## src/rtl/riscv_pkg.sv

```systemverilog
// riscv_pkg: shared RV32I encodings used by the fetch/decode buffer and its bench
package riscv_pkg;
  localparam logic [31:0] NOP_INSTR = 32'h0000_0013;
  localparam logic [6:0] OP_IMM = 7'b0010011;
  localparam logic [6:0] OP_LOAD = 7'b0000011;
  localparam logic [6:0] OP_STORE = 7'b0100011;
  localparam logic [6:0] OP_BRANCH = 7'b1100011;
  localparam logic [2:0] F3_ADD = 3'b000;
  localparam logic [2:0] F3_SW = 3'b010;
  localparam logic [2:0] F3_SRA = 3'b101;
endpackage

```

## src/rtl/if_id_queue_if.sv

```systemverilog
// if_id_queue_if: fetch-side and decode-side valid/ready channels of the IF/ID buffer
interface if_id_queue_if #(parameter int XLEN = 32);
  logic            in_valid_i;
  logic            in_ready_o;
  logic [XLEN-1:0] in_pc_i;
  logic [31:0]     in_instr_i;
  logic            out_valid_o;
  logic            out_ready_i;
  logic [XLEN-1:0] out_pc_o;
  logic [31:0]     out_instr_o;
  logic [6:0]      out_op_o;
  logic [2:0]      out_funct3_o;
  modport master (
    output in_valid_i, in_pc_i, in_instr_i, out_ready_i,
    input  in_ready_o, out_valid_o, out_pc_o, out_instr_o, out_op_o, out_funct3_o
  );
  modport slave (
    input  in_valid_i, in_pc_i, in_instr_i, out_ready_i,
    output in_ready_o, out_valid_o, out_pc_o, out_instr_o, out_op_o, out_funct3_o
  );
endinterface

```

## src/rtl/if_id_queue_mem.sv

```systemverilog
// if_id_queue_mem: entry storage, one write port and an async read port at the head
module if_id_queue_mem #(
  parameter int DEPTH = 4,
  parameter int W = 64
) (
  input  logic                     clk_i,
  input  logic                     we_i,
  input  logic [$clog2(DEPTH)-1:0] waddr_i,
  input  logic [W-1:0]             wdata_i,
  input  logic [$clog2(DEPTH)-1:0] raddr_i,
  output logic [W-1:0]             rdata_o
);
  logic [W-1:0] mem_q [DEPTH];
  always_ff @(posedge clk_i) if (we_i) mem_q[waddr_i] <= wdata_i;
  assign rdata_o = mem_q[raddr_i];
endmodule

```

## src/rtl/if_id_queue.sv

```systemverilog
// if_id_queue: show-ahead FIFO between instruction fetch and decode, flushed on redirect
module if_id_queue
  import riscv_pkg::*;
#(
  parameter int DEPTH = 4,
  parameter int XLEN = 32
) (
  input  logic                       clk_i,
  input  logic                       rst_i,
  input  logic                       flush_i,
  if_id_queue_if.slave               bus,
  output logic [$clog2(DEPTH+1)-1:0] count_o
);
  localparam int PW = $clog2(DEPTH);
  localparam int CW = $clog2(DEPTH+1);
  logic [PW-1:0] rd_q, rd_d, wr_q, wr_d;
  logic [CW-1:0] count_q, count_d;
  logic [XLEN+31:0] rdata;
  logic push, pop;
  // ready depends on occupancy only, so a full queue waits a cycle after a pop
  assign bus.in_ready_o = count_q != CW'(DEPTH);
  assign bus.out_valid_o = count_q != '0;
  assign push = bus.in_valid_i & bus.in_ready_o;
  assign pop = bus.out_valid_o & bus.out_ready_i;
  assign count_o = count_q;
  always_comb begin
    rd_d = pop ? rd_q + PW'(1) : rd_q;
    wr_d = push ? wr_q + PW'(1) : wr_q;
    count_d = (push && !pop) ? count_q + CW'(1) : (!push && pop) ? count_q - CW'(1) : count_q;
  end
  always_ff @(posedge clk_i) begin
    if (rst_i || flush_i) begin
      rd_q <= '0;
      wr_q <= '0;
      count_q <= '0;
    end else begin
      rd_q <= rd_d;
      wr_q <= wr_d;
      count_q <= count_d;
    end
  end
  if_id_queue_mem #(.DEPTH(DEPTH), .W(XLEN + 32)) u_mem (
    .clk_i  (clk_i),
    .we_i   (push),
    .waddr_i(wr_q),
    .wdata_i({bus.in_pc_i, bus.in_instr_i}),
    .raddr_i(rd_q),
    .rdata_o(rdata)
  );
  // empty queue presents a NOP at PC 0 so decode never sees stale data
  assign bus.out_instr_o = bus.out_valid_o ? rdata[31:0] : NOP_INSTR;
  assign bus.out_pc_o = bus.out_valid_o ? rdata[XLEN+31:32] : '0;
  assign bus.out_op_o = bus.out_instr_o[6:0];
  assign bus.out_funct3_o = bus.out_instr_o[14:12];
endmodule
```

## src/flat_wrapper.sv

```systemverilog
// flat-port wrapper written by rule: the top's interface ports become plain ports
module if_id_queue_flat import riscv_pkg::*;
#(
  parameter int DEPTH = 4,
  parameter int XLEN = 32
)
  (clk_i, rst_i, flush_i, count_o, bus_in_valid_i, bus_in_pc_i, bus_in_instr_i, bus_out_ready_i, bus_in_ready_o, bus_out_valid_o, bus_out_pc_o, bus_out_instr_o, bus_out_op_o, bus_out_funct3_o);
  if_id_queue_if #(.XLEN(XLEN)) bus_i ();
  input  logic clk_i;
  input  logic rst_i;
  input  logic flush_i;
  output logic [$clog2(DEPTH+1)-1:0] count_o;
  input wire logic [$bits(bus_i.in_valid_i)-1:0] bus_in_valid_i;
  input wire logic [$bits(bus_i.in_pc_i)-1:0] bus_in_pc_i;
  input wire logic [$bits(bus_i.in_instr_i)-1:0] bus_in_instr_i;
  input wire logic [$bits(bus_i.out_ready_i)-1:0] bus_out_ready_i;
  output wire logic [$bits(bus_i.in_ready_o)-1:0] bus_in_ready_o;
  output wire logic [$bits(bus_i.out_valid_o)-1:0] bus_out_valid_o;
  output wire logic [$bits(bus_i.out_pc_o)-1:0] bus_out_pc_o;
  output wire logic [$bits(bus_i.out_instr_o)-1:0] bus_out_instr_o;
  output wire logic [$bits(bus_i.out_op_o)-1:0] bus_out_op_o;
  output wire logic [$bits(bus_i.out_funct3_o)-1:0] bus_out_funct3_o;
  assign bus_i.in_valid_i = bus_in_valid_i;
  assign bus_i.in_pc_i = bus_in_pc_i;
  assign bus_i.in_instr_i = bus_in_instr_i;
  assign bus_i.out_ready_i = bus_out_ready_i;
  assign bus_in_ready_o = bus_i.in_ready_o;
  assign bus_out_valid_o = bus_i.out_valid_o;
  assign bus_out_pc_o = bus_i.out_pc_o;
  assign bus_out_instr_o = bus_i.out_instr_o;
  assign bus_out_op_o = bus_i.out_op_o;
  assign bus_out_funct3_o = bus_i.out_funct3_o;
  if_id_queue #(.DEPTH(DEPTH), .XLEN(XLEN)) u_core (.clk_i(clk_i), .rst_i(rst_i), .flush_i(flush_i), .bus(bus_i), .count_o(count_o));
endmodule
```

## config.mk

```make
export PLATFORM = sky130hd
export DESIGN_NAME = if_id_queue_flat
export DESIGN_NICKNAME = d
export VERILOG_FILES = /design/src/rtl/riscv_pkg.sv /design/src/rtl/if_id_queue_if.sv /design/src/rtl/if_id_queue_mem.sv /design/src/rtl/if_id_queue.sv /design/src/flat_wrapper.sv
export SDC_FILE = /design/constraint.sdc
export NUM_CORES = 1
export LEC_CHECK = 0
export CAP_MARGIN = 20
export CORE_MARGIN = 2
export CORE_UTILIZATION = 41
export DETAILED_ROUTE_END_ITERATION = 16
export PLACE_DENSITY = 0.74
export REMOVE_ABC_BUFFERS = 1
export SYNTH_ARGS = -nofsm -noshare
export SYNTH_HDL_FRONTEND = slang
export SYNTH_SLANG_ARGS = --single-unit
export TNS_END_PERCENT = 20
```

## constraint.sdc

```tcl
create_clock -name clk_i -period 7 [get_ports clk_i]
set_input_delay 1.4 -clock clk_i [delete_from_list [all_inputs] [get_ports clk_i]]
set_output_delay 1.4 -clock clk_i [all_outputs]
set_load 0.05 [all_outputs]
```

==> metrics.md, run 1 <==
| Metric | Value |
|---|---|
| Place WS | `2.53 ns` |
| Slew Limit Fails | `0` |
| DRC Markers | `0` |
| Final net count | `~680` |
| Routed vias | `a little under 5k` |
| Worst hold slack | `0.491 ns` |
| Slowest CP cell | `dfxtp_4` |
| RSZ-0062 raised after global routing | `no` |
| Clock Tree Root | `clkbuf_16` |
| TritonCTS Buffers | `26` |
| Port Buf Inserts | `about 150` |
| Cell variety after synth | `28` |
| Final wirelength | `between 15000 and 20000 um` |
| R2R Setup Slk | `approximately 4.7 ns` |
| Clk sink count | `~270` |
| Fmax | `between 0.2 and 0.25 GHz` |
| Final worst path period need | `between 4 and 5 ns` |
| Required time worst endpoint | `5.60 ns` |
| Cell row count | `57` |
| CP peak stage delay | `~0.81 ns` |
| Initial DRC Count | `266` |
| Crit Path Class | `reg2out` |
| Fin Setup TNS | `0 ns` |
| Crit path DAT | `between 3 and 4 ns` |
| Syn Inst Count | `roughly 470` |
| Share of layout cells above drive strength 1 | `0.178` |
| Synth area leaders | `edfxtp_1 (75%), mux4_2 (14%), and2_1 (3.7%), dfxtp_1 (1.8%), buf_6 (0.77%)` |
| YS warnings | `0` |
| Final setup viols | `0` |
| Global Route met2 Usage | `0.253` |
| Peak supply drop | `about 0.16 mV` |
| CP Launch Type | `register` |
| CTS tree | `built` |
| Final hold vios | `0` |
| HP Class | `reg2reg` |
| Die span in x | `roughly 160 um` |
| Worst setup EP type | `primary output` |
| First-pass detailed-route iteration total | `4` |
| Max cap viols | `0` |
| CTS max path bufs | `3` |
| Worst path cell trace | `buf_4, mux4_2, and2_1, clkdlybuf4s50_1` |
| Clock transition at path regs | `about 0.060 ns` |
| PnR worst setup slack | `~2.1 ns` |
| Postcts setup bufs | `0` |
| Full die area | `between 0.02 and 0.03 sq mm` |
| GRT Total Usage | `0.142` |
| Number of global-route vias before repair | `approximately 5.3k` |
| GPL Wtd Cong | `just under 0.7` |
| Relative slew slack | `0.310` |
| First-pass GRT wire length | `~29000 um` |
| Post-Syn Area | `a little over 0.01 sq mm` |
| Synth area leader | `edfxtp_1` |
| Final HPWL DP | `10600 um` |
| DP Cell Count | `about 910` |
| Initial Utilization | `0.419` |
| Vias/cell | `about 5` |
| Pleak | `between 3 and 4 nW` |
| Core box area | `~0.024 sq mm` |
| Final Skew | `about 0.0085 ns` |
| Post_cts resized | `0` |
| Final Cycle Share | `0.700` |
| Number of I/O pins | `148` |
| Grt ovf | `0` |
| Antenna viol nets, final | `0` |
| Drt wl/cell | `19.6 um` |
| Fin util | `0.521` |
| Clock latency on the worst-skew pair | `0.51 ns` |
| Hold_buf cts | `0` |
| Worst Path Max Fanout | `35` |
| Die Y-Extent | `~160 um` |
| Seq/Total Area, Yosys | `0.770` |
| Slew @ Worst Pin | `~1.0 ns` |
| Met3 GRT Util | `0.0342` |
| Area growth, synth to finish | `24.4%` |
| Met1 Usage GRT | `0.179` |
| P per Cell Area | `between 200 and 300 mW/mm^2` |
| N_diodes | `0` |
| Top-area cell type share of the netlist area | `0.752` |
| Largest net degree at the start of global routing | `65` |
| Non-filler instance count after layout | `around 950` |
| Initial antenna violation count | `0` |
| Outcome | `completed` |
| Flops & latches, synth | `roughly 270` |
| H-tree Lvls | `1` |
| Syn avg cell area | `~22 sq um` |
| Gr busiest metal | `met2` |
-- cells in the final DEF, fill, tap and decap left out, drive strengths merged, types with 2 or more instances in the layout --
master         count
a21oi              2
and2              62
and3               4
clkbuf            30
clkdlybuf4s50    147
clkinv            14
clkinvlp           2
dfxtp              9
edfxtp           256
ha                 5
inv                4
mux4              64
nand2              2
nand4              2
nor2               5
o21ai              3
o31ai              2
or2                4
or3                2
xor2               3
-- logic make-up (layout without fill, tap and decap cells) --
family	count (synthesis)	after routing	synth area share
mux	65	65	0.142
fa+ha+maj	6	6	0.00808
simple gates	83	83	0.0500
buf+inv	36	199	0.0229
compound gates	7	7	0.00441
xor+xnor	3	3	0.00257
flops	265	265	0.770
-- metrics by stage --
stage / power [mW] / area [sq um]
6_report: 3.75 / 12700
3_3_place_gp: 2.50 / 11900
4_1_cts: 3.80 / 12700
2_1_floorplan: 2.26 / 10000
5_1_grt: 3.89 / 12700
3_5_place_dp: 2.51 / 11900
-- cells in the mapped netlist --
library cell	number
edfxtp_1	256
mux4_2	64
and2_1	61
buf_4	10
dfxtp_1	9
clkbuf_1	8
buf_2	7
buf_6	7
ha_1	5
nor2_1	5
and3_1	4
inv_1	4
or2_1	3
xor2_1	3
a21oi_1	2
nand2_1	2
nand4_1	2
o21ai_0	2
or3_1	2
and2_4	1
fa_1	1
mux2i_1	1
nor3_2	1
o21ai_1	1
o31ai_1	1
o31ai_2	1
or2_2	1
or3b_1	1
-- sequential cells by signal, summed over array words and instances, names as in the netlist, named ones only --
signal and count:
u_core.rd_q 2, u_core.wr_q 2, u_core.count_o 3, u_core.u_mem.mem_q 256
-- worst paths after layout --
path / startpoint / end / cells past startpoint
hold reg to reg: u_core.rd_q[1] / register / 2
setup / recovery: register / bus_out_instr_o[20] / 4
setup reg to reg: u_core.count_o[0] / u_core.count_o[2] / 8
hold / removal: u_core.rd_q[1] / register / 2
-- metal layers --
layer,wire length [um],vias to the layer above,share of wire
met5,0,-,0
met4,233,0,0.013
met3,1100,21,0.059
met2,9650,146,0.52
met1,7650,2494,0.41
li1,-,2152,-
-- critical path, delay by kind of cell, from the launching register on --
kind                   cells  cell delay [ns]
and+or+nand+nor            1             0.19
muxes                      1             0.58
buffers and inverters      2             1.35
DFF                        1             0.81
-- report_power, final --
part,leakage [nW],total (mW),internal (mW),switching (mW)
Clock,0.387,1.29,0.738,0.549
Combinational,1.19,0.648,0.239,0.409
Sequential,2.42,1.82,1.80,0.0218
-- cell type report --
cell class	count	area [sq um]
Fill cell	1929	11700
Sequential cell	265	7880
Multi-Input combinational cell	164	2140
Timing Repair Buffer	148	1480
Clock buffer	30	687
Tap cell	324	405
Clock inverter	17	113
Inverter	4	15.0
Power figures use the tool's default switching activity.
==> run 2: changes to the inputs <==
PLACE_DENSITY = 0.76   (was 0.74)
clock period = 4.1 ns   (was 7 ns; I/O delays follow)
==> metrics.md, run 2 (synthesis gave the netlist of run 1 again) <==
| Metric | Value |
|---|---|
| Max cap viols | `0 (unchanged)` |
| Final Cycle Share | `0.907` |
| GPL Wtd Cong | `0.686 (+1.9%)` |
| Place WS | `0.860 ns (-1.67 ns)` |
| Most common cell after layout, fill and taps aside | `edfxtp_1` |
| Fin util | `0.528 (+0.00713)` |
| HP Class | `reg2reg` |
| Outcome | `completed` |
| CP endpoint | `bus_out_pc_o[31]` |
| DP Cell Count | `908 (+0.33%)` |
| Routed vias | `4881 (+1.4%)` |
| # fillers | `1944 (+0.78%)` |
| First-pass GRT wire length | `29600 um (+2.4%)` |
| Postcts setup bufs | `0 (unchanged)` |
| Number of global-route vias before repair | `5421 (+1.9%)` |
| Final net count | `689 (+0.73%)` |
| Number of I/O pins | `148 (unchanged)` |
| Relative slew slack | `0.308 (-0.00186)` |
| Worst Path Max Fanout | `36 (+2.9%)` |
| Sw Ratio | `0.253 (-0.00767)` |
| RR Startpoint | `u_core.count_o[0]` |
| Clock network power share | `0.372 (+0.029)` |
| Clk sink count | `265 (unchanged)` |
| Area growth, synth to finish | `26.1%` |
| Final HPWL DP | `11000 um (+4.2%)` |
| Combinational Power Share | `0.167 (-0.006)` |
| P_int | `5.02 mW (+81%)` |
| H-tree Lvls | `1 (unchanged)` |
| Final worst path period need | `~3.7 ns` |
| Final setup viols | `0 (unchanged)` |
| Clock transition at path regs | `0.06 ns (about the same)` |
| Full die area | `0.0262 sq mm (unchanged)` |
| CTS tree | `built` |
| Peak supply drop | `0.331 mV (+110%)` |
| Final wirelength | `18900 um (+1.3%)` |
| Slew Limit Fails | `0 (unchanged)` |
| Vias/cell | `5.09 (+0.78%)` |
| Post_cts resized | `0 (unchanged)` |
| Share of layout cells above drive strength 1 | `0.185 (+0.00620)` |
| Pleak | `4.08 nW (+2.0%)` |
| CP Launch Type | `register` |
| Die Y-Extent | `162 um (unchanged)` |
| Slew @ Worst Pin | `1.04 ns (+0.00279 ns)` |
| DRC Markers | `0 (unchanged)` |
| CTS max path bufs | `3 (unchanged)` |
| Post-route cell area | `0.0129 sq mm (+1.4%)` |
| Clock Tree Root | `clkbuf_16` |
| Initial DRC Count | `303 (+14%)` |
| Clock latency on the worst-skew pair | `0.52 ns (about the same)` |
| P per Cell Area | `521 mW/mm^2 (+77%)` |
| Required time worst endpoint | `3.28 ns (-2.32 ns)` |
| Largest net degree at the start of global routing | `65 (unchanged)` |
| Initial antenna violation count | `1 (+1)` |
| Core box area | `0.0244 sq mm (unchanged)` |
| Crit Path Class | `reg2out` |
| FF-to-FF path depth | `8 (unchanged)` |
| GRT Total Usage | `0.146 (+0.00363)` |
| RSZ-0062 raised after global routing | `no` |
| Total power | `6.72 mW (+79%)` |
| Die span in x | `162 um (unchanged)` |
| Fmax | `approximately 0.27 GHz` |
| FF-to-FF End | `u_core.count_o[2]` |
| Grt ovf | `0 (unchanged)` |
| Port Buf Inserts | `147 (unchanged)` |
| Register area | `0.00788 sq mm (unchanged)` |
| PnR worst setup slack | `0.380 ns (-1.72 ns)` |
| Net switching power | `1.70 mW (+74%)` |
| Antenna viol nets, final | `0 (unchanged)` |
| Worst setup EP type | `primary output` |
| First-pass detailed-route iteration total | `5 (+1)` |
| Number of flip-flops in the largest register | `256 (unchanged)` |
| Largest Register | `u_core.u_mem.mem_q` |
| Final hold vios | `0 (unchanged)` |
| Drt wl/cell | `19.7 um (+0.67%)` |
| Crit path DAT | `2.90 ns (-0.60 ns)` |
| Final Skew | `0.0101 ns (+0.00157 ns)` |
| Cell row count | `57 (unchanged)` |
| Dpl cell area | `0.0120 sq mm (+0.40%)` |
| Non-filler instance count after layout | `958 (+0.63%)` |
| Initial Utilization | `0.419 (unchanged)` |
| Crit. Startpoint | `u_core.count_o[0]` |
| N_diodes | `0 (unchanged)` |
| Area of the multi-input gates | `0.00214 sq mm (unchanged)` |
| Hold_buf cts | `0 (unchanged)` |
| Reg power frac | `0.461 (-0.024)` |
| Most frequent cells in the layout | `edfxtp_1 (256), clkdlybuf4s50_1 (147), mux4_2 (64)` |
| TritonCTS Buffers | `28 (+7.7%)` |
| R2R Setup Slk | `1.79 ns (-2.87 ns)` |
==> run 2: changes by cell type in the layout (fill, tap and decap cells not counted) <==
cell / before / now
bufinv_16: 1 / 4
buf_12: 0 / 2
clkbuf_16: 27 / 29
clkinv_2: 4 / 2
buf_4: 1 / 2
clkbuf_1: 3 / 4
clkinvlp_4: 2 / 1
==> run 2: cell type report <==
| class | instances | area share |
|---|---|---|
| timing repair buffer | 151 | 0.118 |
| clock inverter | 17 | 0.0144 |
| tap | 324 | 0.0315 |
| multi-input combinational | 164 | 0.166 |
| inverter | 4 | 0.00117 |
| sequential | 265 | 0.611 |
| clock buffer | 33 | 0.0575 |
==> run 2: worst min-delay path by stage <==
| stage | startpoint | endpoint | slack, ns | cells after the start |
|---|---|---|---|---|
| 4_1_cts | u_core.rd_q[1] | register | 0.49 | 2 |
| 3_5_place_dp | u_core.rd_q[1] | register | 0.48 | 2 |
| 3_3_place_gp | u_core.rd_q[1] | register | 0.46 | 2 |
| 5_1_grt | u_core.rd_q[1] | register | 0.55 | 2 |
| 6_report | u_core.rd_q[1] | register | 0.49 | 2 |
| 2_1_floorplan | u_core.rd_q[1] | register | 0.46 | 2 |
==> run 2: power groups by stage <==
stage | combinational [mW] | clock [mW] | sequential [mW]
2_1_floorplan | 0.687 | 0 | 3.18
3_3_place_gp | 1.12 | 0 | 3.15
3_5_place_dp | 1.13 | 0 | 3.16
4_1_cts | 1.14 | 2.55 | 3.10
5_1_grt | 1.18 | 2.65 | 3.11
6_report | 1.12 | 2.50 | 3.10
==> run 2: metal layers <==
layer  track usage  vias up  share of wire
li1              -     2170              -
met5             0        -        0.00064
met4        0.0298        2          0.016
met3        0.0352       28          0.063
met1         0.187     2515           0.42
met2         0.255      166           0.50
==> run 2: stage by stage <==
| step | setup TNS (ns) | hold slack (ns) |
|---|---|---|
| floorplan | -36.51 | 0.459 |
| global placement | 0 | 0.459 |
| detailed placement | 0 | 0.483 |
| CTS | 0 | 0.494 |
| global route | 0 | 0.551 |
| finish | 0 | 0.491 |
==> run 2: worst max-delay path: stages, from the launching register on <==
cell	delay [ns]
dfxtp_1	0.46
nor3_2	0.14
inv_2	0.33
buf_4	0.38
and2_1	0.21
clkdlybuf4s50_1	0.83
==> run 3: changes to the inputs <==
CTS_CLUSTER_SIZE = 14   (was not set)
SLEW_MARGIN = 20   (was not set)
==> results of run 3 <==
The final DEF is identical to that of run 2; final timing and power are the same.
